## src/rtl/regfile_write_arbiter.sv

```systemverilog
// Round-robin arbiter for the single register-file write port.
// Grants one requester per cycle and registers the winning write for the next cycle.
module regfile_write_arbiter #(
    parameter int NREQ   = 4,
    parameter int DATA_W = 64,
    parameter int ADDR_W = 5
) (
    input  logic                     clk,
    input  logic                     reset,
    input  logic                     hold,
    input  logic [NREQ-1:0]          req,
    input  logic [NREQ*ADDR_W-1:0]   req_addr,
    input  logic [NREQ*DATA_W-1:0]   req_data,
    output logic [NREQ-1:0]          gnt,
    output logic                     RegWrite,
    output logic [ADDR_W-1:0]        WriteRegister,
    output logic [DATA_W-1:0]        WriteData,
    output logic                     busy
);

    localparam int PW = (NREQ > 1) ? $clog2(NREQ) : 1;
    localparam logic [ADDR_W-1:0] XZR = ADDR_W'(31);
    localparam logic [PW-1:0] LAST = PW'(NREQ - 1);

    logic [PW-1:0]     ptr_q, ptr_d;
    logic              rw_q, rw_d;
    logic [ADDR_W-1:0] wa_q, wa_d;
    logic [DATA_W-1:0] wd_q, wd_d;

    logic [PW-1:0]     win;
    logic              found;
    int                idx;
    logic [ADDR_W-1:0] win_addr;
    logic [DATA_W-1:0] win_data;

    // Scan from ptr upward, wrapping; the first active request wins.
    always_comb begin
        gnt   = '0;
        win   = '0;
        found = 1'b0;
        idx   = 0;
        if (reset && !hold) begin
            for (int k = 0; k < NREQ; k++) begin
                idx = (int'(ptr_q) + k) % NREQ;
                if (!found && req[idx]) begin
                    found    = 1'b1;
                    win      = PW'(idx);
                    gnt[idx] = 1'b1;
                end
            end
        end
    end

    assign win_addr = req_addr[int'(win)*ADDR_W +: ADDR_W];
    assign win_data = req_data[int'(win)*DATA_W +: DATA_W];

    always_comb begin
        ptr_d = ptr_q;
        rw_d  = 1'b0;
        wa_d  = wa_q;
        wd_d  = wd_q;
        if (found) begin
            wa_d  = win_addr;
            wd_d  = win_data;
            // XZR writes are consumed but never enable the register file.
            rw_d  = (win_addr != XZR);
            ptr_d = (win == LAST) ? '0 : win + 1'b1;
        end
    end

    always_ff @(posedge clk or negedge reset) begin
        if (!reset) begin
            ptr_q <= '0;
            rw_q  <= 1'b0;
            wa_q  <= '0;
            wd_q  <= '0;
        end else begin
            ptr_q <= ptr_d;
            rw_q  <= rw_d;
            wa_q  <= wa_d;
            wd_q  <= wd_d;
        end
    end

    assign RegWrite      = rw_q;
    assign WriteRegister = wa_q;
    assign WriteData     = wd_q;
    assign busy          = rw_q;

endmodule

```

## config.mk

```make
export PLATFORM = sky130hd
export DESIGN_NAME = regfile_write_arbiter
export DESIGN_NICKNAME = d
export VERILOG_FILES = /design/src/rtl/regfile_write_arbiter.sv
export SDC_FILE = /design/constraint.sdc
export NUM_CORES = 1
export LEC_CHECK = 0
export BUFFER_PORTS_ARGS = -buffer_cell sky130_fd_sc_hd__buf_4
export CAP_MARGIN = 30
export CELL_PAD_IN_SITES_DETAIL_PLACEMENT = 0
export CELL_PAD_IN_SITES_GLOBAL_PLACEMENT = 2
export CORE_ASPECT_RATIO = 1.2
export CORE_MARGIN = 2
export CORE_UTILIZATION = 23
export CTS_CLUSTER_DIAMETER = 40
export CTS_CLUSTER_SIZE = 16
export DETAILED_ROUTE_END_ITERATION = 16
export GPL_TIMING_DRIVEN = 0
export PLACE_DENSITY_LB_ADDON = 0.1
export SLEW_MARGIN = 30
export SYNTH_ARGS = -nofsm -noshare
export SYNTH_HDL_FRONTEND = slang
export SYNTH_SLANG_ARGS = --single-unit
```

## constraint.sdc

```tcl
create_clock -name clk -period 4.1 [get_ports clk]
set_input_delay 0.205 -clock clk [delete_from_list [all_inputs] [get_ports clk]]
set_output_delay 0.205 -clock clk [all_outputs]
set_load 0.01 [all_outputs]
```

## Word-level counts from Yosys, hierarchy flattened

Index checks and enable logic that the tools add are counted.

| word-level totals | value |
|---|---|
| bits in read-only memories | 0 |
| latch bits | 0 |
| memories | 0 |
| register bits after elaboration | 72 |
| input bits | 283 |
| RAM bits | 0 |
| logic and storage cells | 84 |
| output and inout bits | 75 |

| cells by class | value |
|---|---|
| muxes and demuxes | 42 |
| multiply operators | 1 |
| shift operators | 2 |
| eq/ne operators | 2 |
| bitwise operators | 6 |
| reduce and logical (&&, ||, !) cells | 15 |
| div/mod/pow operators | 0 |
| add/subtract/negate cells | 4 |
| $lt $le $gt $ge | 8 |

Operators by type and width:

| cell | number |
|---|---|
| 256-bit by 9-bit indexed part select with 64-bit output | 1 |
| 4-bit 2-to-1 mux | 8 |
| 1-bit 2-to-1 mux | 20 |
| 20-bit by 6-bit indexed part select with 5-bit output | 1 |
| 3-bit by 4-bit < comparator with 1-bit output, second input constant | 3 |
| 2-bit 2-to-1 mux | 6 |
| 4-bit OR | 3 |
| 3-bit by 1-bit >= comparator with 1-bit output, second input constant | 3 |
| 1-bit binary-select mux with 2-bit select | 4 |
| 1-bit demux with 2-bit select | 4 |
| 1-bit logical AND | 8 |
| 2-bit OR reduction | 3 |
| 2-bit by 3-bit multiplier with 5-bit output, second input constant | 1 |
| 5-bit != test, second input constant | 1 |
| 2-bit by 1-bit adder with 2-bit output, second input constant | 2 |
| 2-bit adder, second input constant | 2 |
| 1-bit logical NOT | 4 |
| 1-bit AND, first input constant | 3 |
| 2-bit by 3-bit < comparator with 1-bit output, second input constant | 1 |
| 2-bit == test, second input constant | 1 |
| 2-bit by 1-bit >= comparator with 1-bit output, second input constant | 1 |

## Longest topological paths before layout

Gate-level depths: netlist (run 1).

| logic depth | value |
|---|---|
| depth in word-level cells | 21 |
| gate-level depth with buffers | 13 |
| gate-level depth less buffers | 9 |

## Least setup slack after synthesis (run 1)

OpenSTA, ideal clock, no wires.

| timing | value |
|---|---|
| path type | register to register |
| start point | register ptr_q[0] |
| end point | register wd_q[38] (netlist: WriteData[38]) |
| setup time | 0.118 ns |
| data required time | 3.982 ns |
| clock period less this slack | 3.058 ns |
| data arrival time | 2.940 ns |
| path buffers | 4 |
| cell stages (with the launch flop) | 14 |
| setup slack | 1.042 ns |
| path through | dfrtp_1 -> buf_2 -> inv_1 -> ha_1 -> buf_1 -> mux4_2 -> nor2b_4 -> o21ai_2 -> a21oi_2 -> buf_6 -> buf_4 -> mux2i_1 -> a211oi_1 -> a21o_1 |

| on the way | value |
|---|---|
| longest elaborated chain between the ends | 17 |
| elaborated cells between the ends (all ways) | 34 |
| classes of those cells | add/sub: 3; shift: 1; mux: 24; reduce/logical: 6 |

RTL lines:

| what | RTL line | text |
|---|---|---|
| from (decl) | 25 | `logic [PW-1:0] ptr_q, ptr_d;` |
| from (signal assigned) | 78 | `ptr_q <= ptr_d;` |
| parallel branches: the longest is 17 deep, another holds 2-bit by 1-bit adder with 2-bit output | -- |  |
| to (signal assigned) | 81 | `wd_q <= wd_d;` |
| to (decl) | 28 | `logic [DATA_W-1:0] wd_q, wd_d;` |

Several ways; the timed one is not identified. The select of a mux whose other input is x is not followed.
A chain may end at the register's enable or synchronous reset.

## Worst setup path in the final report (run 1)

| timing | value |
|---|---|
| start point | register ptr_q[0] |
| end point | register wd_q[47] (netlist: WriteData[47]) |

The elaborated chain is that of the path after synthesis.

==> results_dict.tcl, run 1 <==
set metrics [dict create \
    leakage_nw 4.28 \
    place_congestion 0.863 \
    cp-start-kind "flop" \
    fin_util 0.384 \
    drive_above_1_share 0.502 \
    fin_hold_ws_ns 0.312 \
    yosys.area.top_type "dfrtp_1" \
    yosys.area.top_type_share 0.331 \
    num_vias 5633 \
    ir_worst_vdd_v 0.000223 \
    grt_max_degree 75 \
    fin_area_sq_um 8900 \
    dr.pass1.iters 4 \
    synth_cell_types 35 \
    syn-cell-area_sq_um 5450 \
    placement.io_buffers 356 \
    drc_errors 0 \
    cts_buffers 9 \
    crit_fanout 10 \
    dp.cells 1211 \
    tightest_slew_ns 0.741 \
    clk_pin_slew_ns 0.07 \
    diodes 0 \
    drt-total-wl_microns 24200 \
    maxSlewViolCount 0 \
    syn-num-nets 831 \
    coreArea_sq_um 23200 \
    hold_path_class "in -> reg" \
    relSlewSlack 0.506 \
    setup_viol 0 \
    period_minus_slack_ns 3.76 \
    hpwl_microns 19500 \
    crit_path_end_kind "flop" \
    ant_nets 0 \
    fmax_ghz 0.266 \
    synth_seq_area_share 0.331 \
    clk_latency_ns 0.34 \
    postCtsSetupBuffers 0 \
    crit_path_start "ptr_q[0]" \
    grt_pass1_wl_microns 35500 \
    worstHoldStart "req_data[7]" \
    dieHeight_microns 173 \
    routed_via_density 4.59 \
    cts_tree "yes" \
    grt_pass1_vias 6111 \
    root_buffer "clkbuf_16" \
    syn_to_final_growth_pct 63.4 \
    start_util 0.235 \
    drv_cap 0 \
    fp-row-count 61 \
    fin_tns_setup_ns 0 \
    power_density_nw_per_um2 495 \
    avgSynthCellArea_sq_um 10.1 \
    synth-seq-cells 72 \
    synth_warnings 0 \
    cts_sinks 72 \
    drt-initial-drc-count 94 \
    dpl_cell_area_sq_um 8520 \
    arrival_ns 3.99 \
    nets 1199 \
    yosys-top-cells-area "dfrtp_1, mux2i_1, mux2_2" \
    status "finished, final reports clean" \
    die_w_microns 145 \
    syn_inst 540 \
    rsz0062_at_grt "false" \
    clockBufferDepth 2 \
    stdcell_count 1228 \
    timing_worst_setup_path_type "reg -> reg" \
    grtUsageTotal 0.188 \
    fin_crit_sh 0.917 \
    fillCellCount 2405 \
    critical_path_required_ns 4.32 \
    hold_viol 0 \
    ios 358 \
    final.setup_skew_ns 0.0117 \
    overflow 0 \
    dieArea_sq_um 24900 \
    antenna_found_initial 0 \
    htreeDepth 3 \
    wire_per_inst_microns 19.7 \
    reg2reg_from "ptr_q[0]" \
]
==> placed cells by master, fill, tap and decap left out, types with 9 or more instances in the layout <==
| cell | n |
|---|---|
| buf_4 | 360 |
| mux2i_1 | 120 |
| dfrtp_1 | 71 |
| nand2_1 | 51 |
| mux2_2 | 49 |
| a211oi_1 | 48 |
| o21ai_1 | 44 |
| and3_1 | 23 |
| a21o_1 | 23 |
| clkbuf_1 | 21 |
| buf_6 | 16 |
| nor2_1 | 13 |
| buf_2 | 10 |
| clkbuf_16 | 9 |
==> synthesized netlist by cell type <==
cell type	n
nor2_1	13
o21ai_1	44
nor3b_1	1
o221ai_2	1
a22oi_1	6
nor2b_4	1
nor2b_1	4
nor4b_1	1
mux2_2	49
nand2_2	1
a21oi_1	2
dfrtp_1	72
mux2i_1	120
nor3_1	1
buf_4	5
and3_1	23
buf_2	10
buf_6	15
buf_1	2
a21o_1	23
a21oi_2	1
mux4_2	3
o21ai_2	1
ha_1	8
a211oi_1	48
nand2b_1	2
a41oi_1	1
xor2_1	1
or3_1	1
o22ai_1	1
a221oi_1	4
clkbuf_1	19
inv_1	2
o21ai_0	3
nand2_1	51
==> layer usage <==
metal,vias up,wire [microns],GRT usage
li1,2745,-,-
met1,2619,9500,0.219
met2,251,12500,0.343
met3,18,1860,0.0474
met4,0,359,0.0445
met5,-,0,0
==> logic make-up (layout without fill, tap and decap cells) <==
kind of cell | Yosys count | in the layout | share of synthesized area
AO/OA/AOI/OAI | 135 | 135 | 0.166
XOR/XNOR | 1 | 1 | 0.00161
adder cells (fa/ha/maj) | 8 | 8 | 0.0184
buffers and inverters | 53 | 426 | 0.0629
flip-flops | 72 | 72 | 0.331
multiplexers | 172 | 172 | 0.334
AND/OR/NAND/NOR | 99 | 99 | 0.0861
==> report_power, final <==
group / internal [mW] / total (mW) / switching, mW
registers: 0.913 / 1.05 / 0.136
clock network: 0.658 / 0.987 / 0.329
logic: 1.18 / 2.37 / 1.20
==> path summary, 6_finish.rpt <==
| path | end | slack, ns | cells past startpoint |
|---|---|---|---|
| max | WriteData[47] | 0.34 | 13 |
| min | WriteData[7] | 0.31 | 4 |
| max reg2reg | WriteData[47] | 0.34 | 13 |
| min reg2reg | WriteData[53] | 0.48 | 1 |
| max in group asynchronous | ptr_q[0] | 3.07 | 2 |
| min in group asynchronous | WriteData[35] | 0.48 | 2 |
==> per-stage QoR <==
step	worst slack (ns)	total power [mW]
finish	0.338	4.41
global route	0.0487	4.71
CTS	0.136	4.48
detailed placement	0.0647	3.47
global placement	0.264	3.43
floorplan	1.04	2.46
==> area by class of cell <==
| cell class | instances | area, sq um | share of cell area |
|---|---|---|---|
| multi-input combinational | 415 | 3320 | 0.372 |
| timing repair buffer | 357 | 2690 | 0.302 |
| sequential | 72 | 1800 | 0.203 |
| tap | 315 | 394 | 0.0443 |
| buffer | 51 | 335 | 0.0377 |
| clock buffer | 11 | 233 | 0.0261 |
| clock inverter | 5 | 129 | 0.0145 |
| inverter | 2 | 7.51 | 0.000843 |
==> flip-flops by register name, indices dropped and copies added (netlist names) <==
register,count
ptr_q,2
RegWrite,1
WriteRegister,5
WriteData,64
==> critical path: stages (launching register included) <==
cell,delay (ns)
dfrtp_2,0.47
buf_2,0.25
inv_1,0.14
ha_1,0.30
buf_1,0.31
mux4_2,0.45
nor2b_4,0.22
o21ai_2,0.16
a21oi_2,0.20
buf_6,0.21
buf_4,0.27
mux2i_1,0.35
a211oi_1,0.13
a21o_1,0.19
==> repair_timing <==
action	4_1_cts	5_1_grt
setup endpoints to repair	0	24
gates resized for setup	0	2
hold buffers	1	0
hold endpoints to repair	72	0
Power figures use the tool's default switching activity.
==> run 2: changes to the inputs <==
Settings changed: CELL_PAD_IN_SITES_DETAIL_PLACEMENT 0 to 1, CORE_MARGIN 2 to 3.
==> run 2 against run 1 <==
Compared with the run above:
- clock skew down 0.0065 ns
- first-iteration DRC count rose by 73%
- wire length rose by 3.3%
- worst setup slack worse by 0.024 ns
- combinational power hardly changed
- via count rose by 2.3%
- clock power shrank 11%
- hold slack better by 0.0065 ns
- largest power group unchanged
- highest routed layer unchanged
==> results_dict.tcl, run 2 (synthesis results as in run 1) <==
set metrics [dict create \
    drt-total-wl_microns 25000 \
    root_buffer "clkbuf_16" \
    drv_cap 0 \
    clkPwrFrac 0.203 \
    setup_viol 0 \
    relSlewSlack 0.502 \
    dieArea_sq_um 25600 \
    die_w_microns 147 \
    drc_errors 0 \
    tightest_slew_ns 0.747 \
    num_vias 5762 \
    reg2reg_from "ptr_q[0]" \
    hpwl_microns 20300 \
    overflow 0 \
    grtUsageTotal 0.189 \
    mostFrequentLayoutCell "buf_4" \
    clockBufferDepth 2 \
    dieHeight_microns 175 \
    drt-initial-drc-count 163 \
    rsz0062_at_grt "false" \
    fmax_ghz 0.264 \
    status "finished, final reports clean" \
    fin_crit_sh 0.923 \
    reg2reg_slack_ns 0.31 \
    coreArea_sq_um 23200 \
    timing_worst_setup_path_type "reg -> reg" \
    p_sw_mw 1.67 \
    place_congestion 0.825 \
    dp_slack_ns 0.0992 \
    grt_pass1_wl_microns 37600 \
    diodes 0 \
    hold_viol 0 \
    period_minus_slack_ns 3.79 \
    reg2regPathDepth 13 \
    postCtsSetupBuffers 0 \
    hold_depth 4 \
    fillCellCount 2755 \
    p_comb_frac 0.555 \
    htreeDepth 3 \
    fin_tns_setup_ns 0 \
    final.setup_skew_ns 0.00517 \
    sw_frac_of_total 0.387 \
    antenna_found_initial 0 \
    largest_register_ff_count 64 \
    syn_to_final_growth_pct 62.8 \
    fin_util 0.382 \
    grt_max_degree 75 \
    crit_path_end_kind "flop" \
    drive_above_1_share 0.507 \
    routed_via_density 4.69 \
    wire_per_inst_microns 20.3 \
    maxSlewViolCount 0 \
    clk_latency_ns 0.34 \
    clk_pin_slew_ns 0.06 \
    final_cell_mix "buf_4, mux2i_1, dfrtp_1, nand2_1, mux2_2" \
    seq_power_share 0.242 \
    cts_buffers 9 \
    dr.pass1.iters 4 \
    ant_nets 0 \
    cts_sinks 72 \
    hold_path_class "in -> reg" \
    ir_worst_vdd_v 0.000199 \
    worst_slack_ns 0.314 \
    arrival_ns 4.02 \
    leakage_nw 4.28 \
    crit_fanout 10 \
    rr_endpoint "WriteData[46]" \
    hold-path-endpoint "WriteData[26]" \
    nets 1199 \
    cp-start-kind "flop" \
    placement.io_buffers 356 \
    p_int_mw 2.64 \
    ios 358 \
    critical_path_required_ns 4.33 \
    start_util 0.235 \
    grt_pass1_vias 6518 \
    cts_tree "yes" \
    power_density_nw_per_um2 485 \
    worstHoldStart "req_data[26]" \
    fp-row-count 61 \
]
==> run 2: power by group through the flow <==
stage | sequential [mW] | combinational, mW | clock (mW)
after floorplan | 1.13 | 1.33 | 0
after global placement | 1.05 | 2.36 | 0
after detailed placement | 1.06 | 2.41 | 0
after CTS | 1.05 | 2.42 | 0.907
after global routing | 1.07 | 2.61 | 0.927
final | 1.04 | 2.39 | 0.874
==> run 2: final cells by class <==
type | instances | area [sq um] | area share
tap | 315 | 394 | 0.0444
clock inverter | 6 | 82.6 | 0.00931
timing repair buffer | 357 | 2690 | 0.303
buffer | 51 | 338 | 0.0381
multi-input combinational | 415 | 3320 | 0.375
clock buffer | 10 | 239 | 0.0269
inverter | 2 | 7.51 | 0.000846
sequential | 72 | 1800 | 0.203
==> run 2: worst max path at each step <==
| stage | end | depth (start not counted) | start |
|---|---|---|---|
| 6_report | WriteData[46] | 13 | ptr_q[0] |
| 5_1_grt | RegWrite | 12 | ptr_q[0] |
| 4_1_cts | WriteData[47] | 12 | ptr_q[0] |
| 3_5_place_dp | WriteData[47] | 12 | ptr_q[0] |
| 3_3_place_gp | WriteData[47] | 12 | ptr_q[0] |
| 2_1_floorplan | WriteData[38] | 13 | ptr_q[0] |
==> run 2: critical path, cell delays in order, from the launching register on <==
cell      delay (ns)
dfrtp_1         0.55
buf_2           0.28
inv_1           0.14
ha_1            0.30
buf_1           0.29
mux4_2          0.45
nor2b_4         0.22
or3_1           0.15
buf_6           0.13
nand2_2         0.22
buf_4           0.28
a211oi_1        0.39
a211oi_1        0.10
a21o_1          0.17
==> run 2: per-layer routing <==
metal	wire, microns	vias to the layer above	GRT usage	part of all wire
met4	580	0	0.0624	0.023
met5	0	-	0	0
met3	1950	28	0.0568	0.078
met2	12800	255	0.343	0.51
li1	-	2737	-	-
met1	9630	2742	0.212	0.39
==> run 2: timing repair <==
action	CTS	global route
resized for setup	0	6
hold buffers	1	0
endpoints found under the setup margin	0	30
endpoints found under the hold margin	72	0
==> run 2: through the flow <==
| step | cell area (sq um) | power (mW) | instances | hold slack [ns] |
|---|---|---|---|---|
| after floorplan | 5450 | 2.46 | 540 | -0.0906 |
| after global placement | 8520 | 3.41 | 1211 | 0.429 |
| after detailed placement | 8520 | 3.47 | 1211 | 0.301 |
| after CTS | 8850 | 4.38 | 1228 | 0.300 |
| after global routing | 8870 | 4.61 | 1228 | 0.336 |
| final | 8870 | 4.31 | 1228 | 0.318 |
==> run 3: changes to the inputs <==
Settings changed: BUFFER_PORTS_ARGS -buffer_cell sky130_fd_sc_hd__buf_4 to -buffer_cell sky130_fd_sc_hd__buf_2.
==> run 3 against run 2 <==
Compared with the run above:
- critical path depth unchanged
- sequential cell count unchanged
- clock power down 15%
- count of clock-buffer cells in the layout up 3
- maximum frequency up 1.1%
- core utilization down 4.0 points
- die area unchanged
- register-to-register slack better by 0.04 ns
- largest cell class unchanged
- largest power group unchanged
==> results_dict.tcl, run 3 (synthesis results as in run 1) <==
set metrics [dict create \
    status "finished, final reports clean" \
    ios 358 \
    p_sw_mw 1.65 \
    fillCellCount 2840 \
    setup_viol 0 \
    start_util 0.235 \
    tightest_slew_ns 0.648 \
    grt_pass1_wl_microns 37200 \
    maxSlewViolCount 0 \
    die_w_microns 147 \
    nets 1200 \
    p_int_mw 2.34 \
    clkPwrFrac 0.186 \
    largest_register_ff_count 64 \
    hpwl_microns 20200 \
    fin_crit_sh 0.914 \
    antenna_found_initial 1 \
    arrival_ns 4.03 \
    crit_path_start "ptr_q[0]" \
    placement.io_buffers 356 \
    seq_power_share 0.260 \
    ir_worst_vdd_v 0.000191 \
    dr.pass1.iters 4 \
    hold_path_class "in -> reg" \
    fmax_ghz 0.267 \
    final.setup_skew_ns 0.00697 \
    crit_path_end_kind "flop" \
    crit_path_end "WriteData[47]" \
    wire_per_inst_microns 19.7 \
    power_density_nw_per_um2 502 \
    relSlewSlack 0.568 \
    dieHeight_microns 175 \
    fin_tns_setup_ns 0 \
    num_vias 5714 \
    cts_buffers 9 \
    clk_pin_slew_ns 0.06 \
    htreeDepth 3 \
    reg2reg_from "ptr_q[0]" \
    critPathSlowestCell "dfrtp_2" \
    fp-row-count 61 \
    drive_above_1_share 0.501 \
    clk_latency_ns 0.34 \
    cts_tree "yes" \
    crit_path_cell_trace "buf_2 > inv_1 > ha_1 > buf_1 > mux4_2 > nor2b_4 > o21ai_2 > a21oi_2 > buf_6 > buf_4 > mux2i_1 > a211oi_1 > a21o_1" \
    routed_via_density 4.65 \
    timing_worst_setup_path_type "reg -> reg" \
    cp_slowest_stage_delay_ns 0.47 \
    final_cell_mix "buf_2, mux2i_1, dfrtp_1, nand2_1, mux2_2" \
    p_comb_frac 0.555 \
    rsz0062_at_grt "false" \
    sw_frac_of_total 0.414 \
    drc_errors 0 \
    reg2regPathDepth 13 \
    syn_to_final_growth_pct 45.9 \
    leakage_nw 3.97 \
    dieArea_sq_um 25600 \
    rr_endpoint "WriteData[47]" \
    fin_area_sq_um 7950 \
    period_minus_slack_ns 3.75 \
    cts_sinks 72 \
    grt_pass1_vias 6449 \
    cp-start-kind "flop" \
    place_congestion 0.829 \
    grtUsageTotal 0.186 \
    drt-initial-drc-count 127 \
    drv_cap 0 \
    dpl_cell_area_sq_um 7660 \
    ant_nets 0 \
    critical_path_required_ns 4.38 \
    postCtsSetupBuffers 0 \
    mostFrequentLayoutCell "buf_2" \
    grt_max_degree 45 \
    drt-total-wl_microns 24300 \
    reg2reg_slack_ns 0.35 \
    crit_fanout 10 \
    coreArea_sq_um 23200 \
    hold_viol 0 \
    root_buffer "clkbuf_16" \
    overflow 0 \
    clockBufferDepth 2 \
]
==> run 3: how the worst min path moves through the flow <==
stage / cells after the start / start / endpoint
after floorplan: 0 / reset / RegWrite
after global placement: 1 / WriteData[35] / WriteData[35]
after detailed placement: 1 / reset / WriteData[31]
after CTS: 4 / req_data[16] / WriteData[16]
after global routing: 4 / req_data[136] / WriteData[8]
final: 4 / req_data[16] / WriteData[16]
==> run 3: per-layer routing <==
layer	GRT usage	up-vias	wire, microns
met4	0.0569	2	512
met1	0.216	2697	9580
met3	0.0464	29	1690
li1	-	2730	-
met5	0	-	13
met2	0.337	256	12500
==> run 3: area by class of cell <==
cell class,instances,area [sq um],area share
multi-input cells,415,3320,0.417
repair buffers,358,1830,0.230
flip-flops and latches,72,1800,0.227
well taps,315,394,0.0496
plain buffers,51,335,0.0422
clock buffers,13,250,0.0315
clock inverters,3,17.5,0.00220
inverters,2,7.51,0.000944
diodes,1,2.50,0.000315
==> run 3: timing repair <==
item | CTS | global route
endpoints found under the hold margin | 28 | 0
setup endpoints to repair | 0 | 29
gates resized for setup | 0 | 2
hold buffers | 1 | 0
==> run 3: critical path, delay by kind of cell (launching register included) <==
family | cells | cell delay [ns]
buf+inv | 5 | 1.16
mux | 2 | 0.58
compound gates | 4 | 0.93
simple gates | 1 | 0.23
flops | 1 | 0.47
fa+ha+maj | 1 | 0.30
==> run 3: through the flow <==
step                      power [mW]  instances   util  hold WS [ns]  setup slack, ns
final                           3.99       1230  0.343         0.311            0.354
after global routing            4.31       1229  0.343         0.323            0.106
after CTS                       4.06       1229  0.342         0.300            0.136
after detailed placement        3.29       1212  0.330         0.117            0.141
after global placement          3.24       1211  0.329         0.457            0.206
after floorplan                 2.46        540      -       -0.0906             1.04
==> run 3: power by group through the flow <==
stage,registers (mW),logic [mW],clock network (mW)
2_1_floorplan,1.13,1.33,0
3_3_place_gp,1.04,2.20,0
6_report,1.04,2.21,0.742
5_1_grt,1.07,2.44,0.804
4_1_cts,1.04,2.25,0.774
3_5_place_dp,1.05,2.24,0
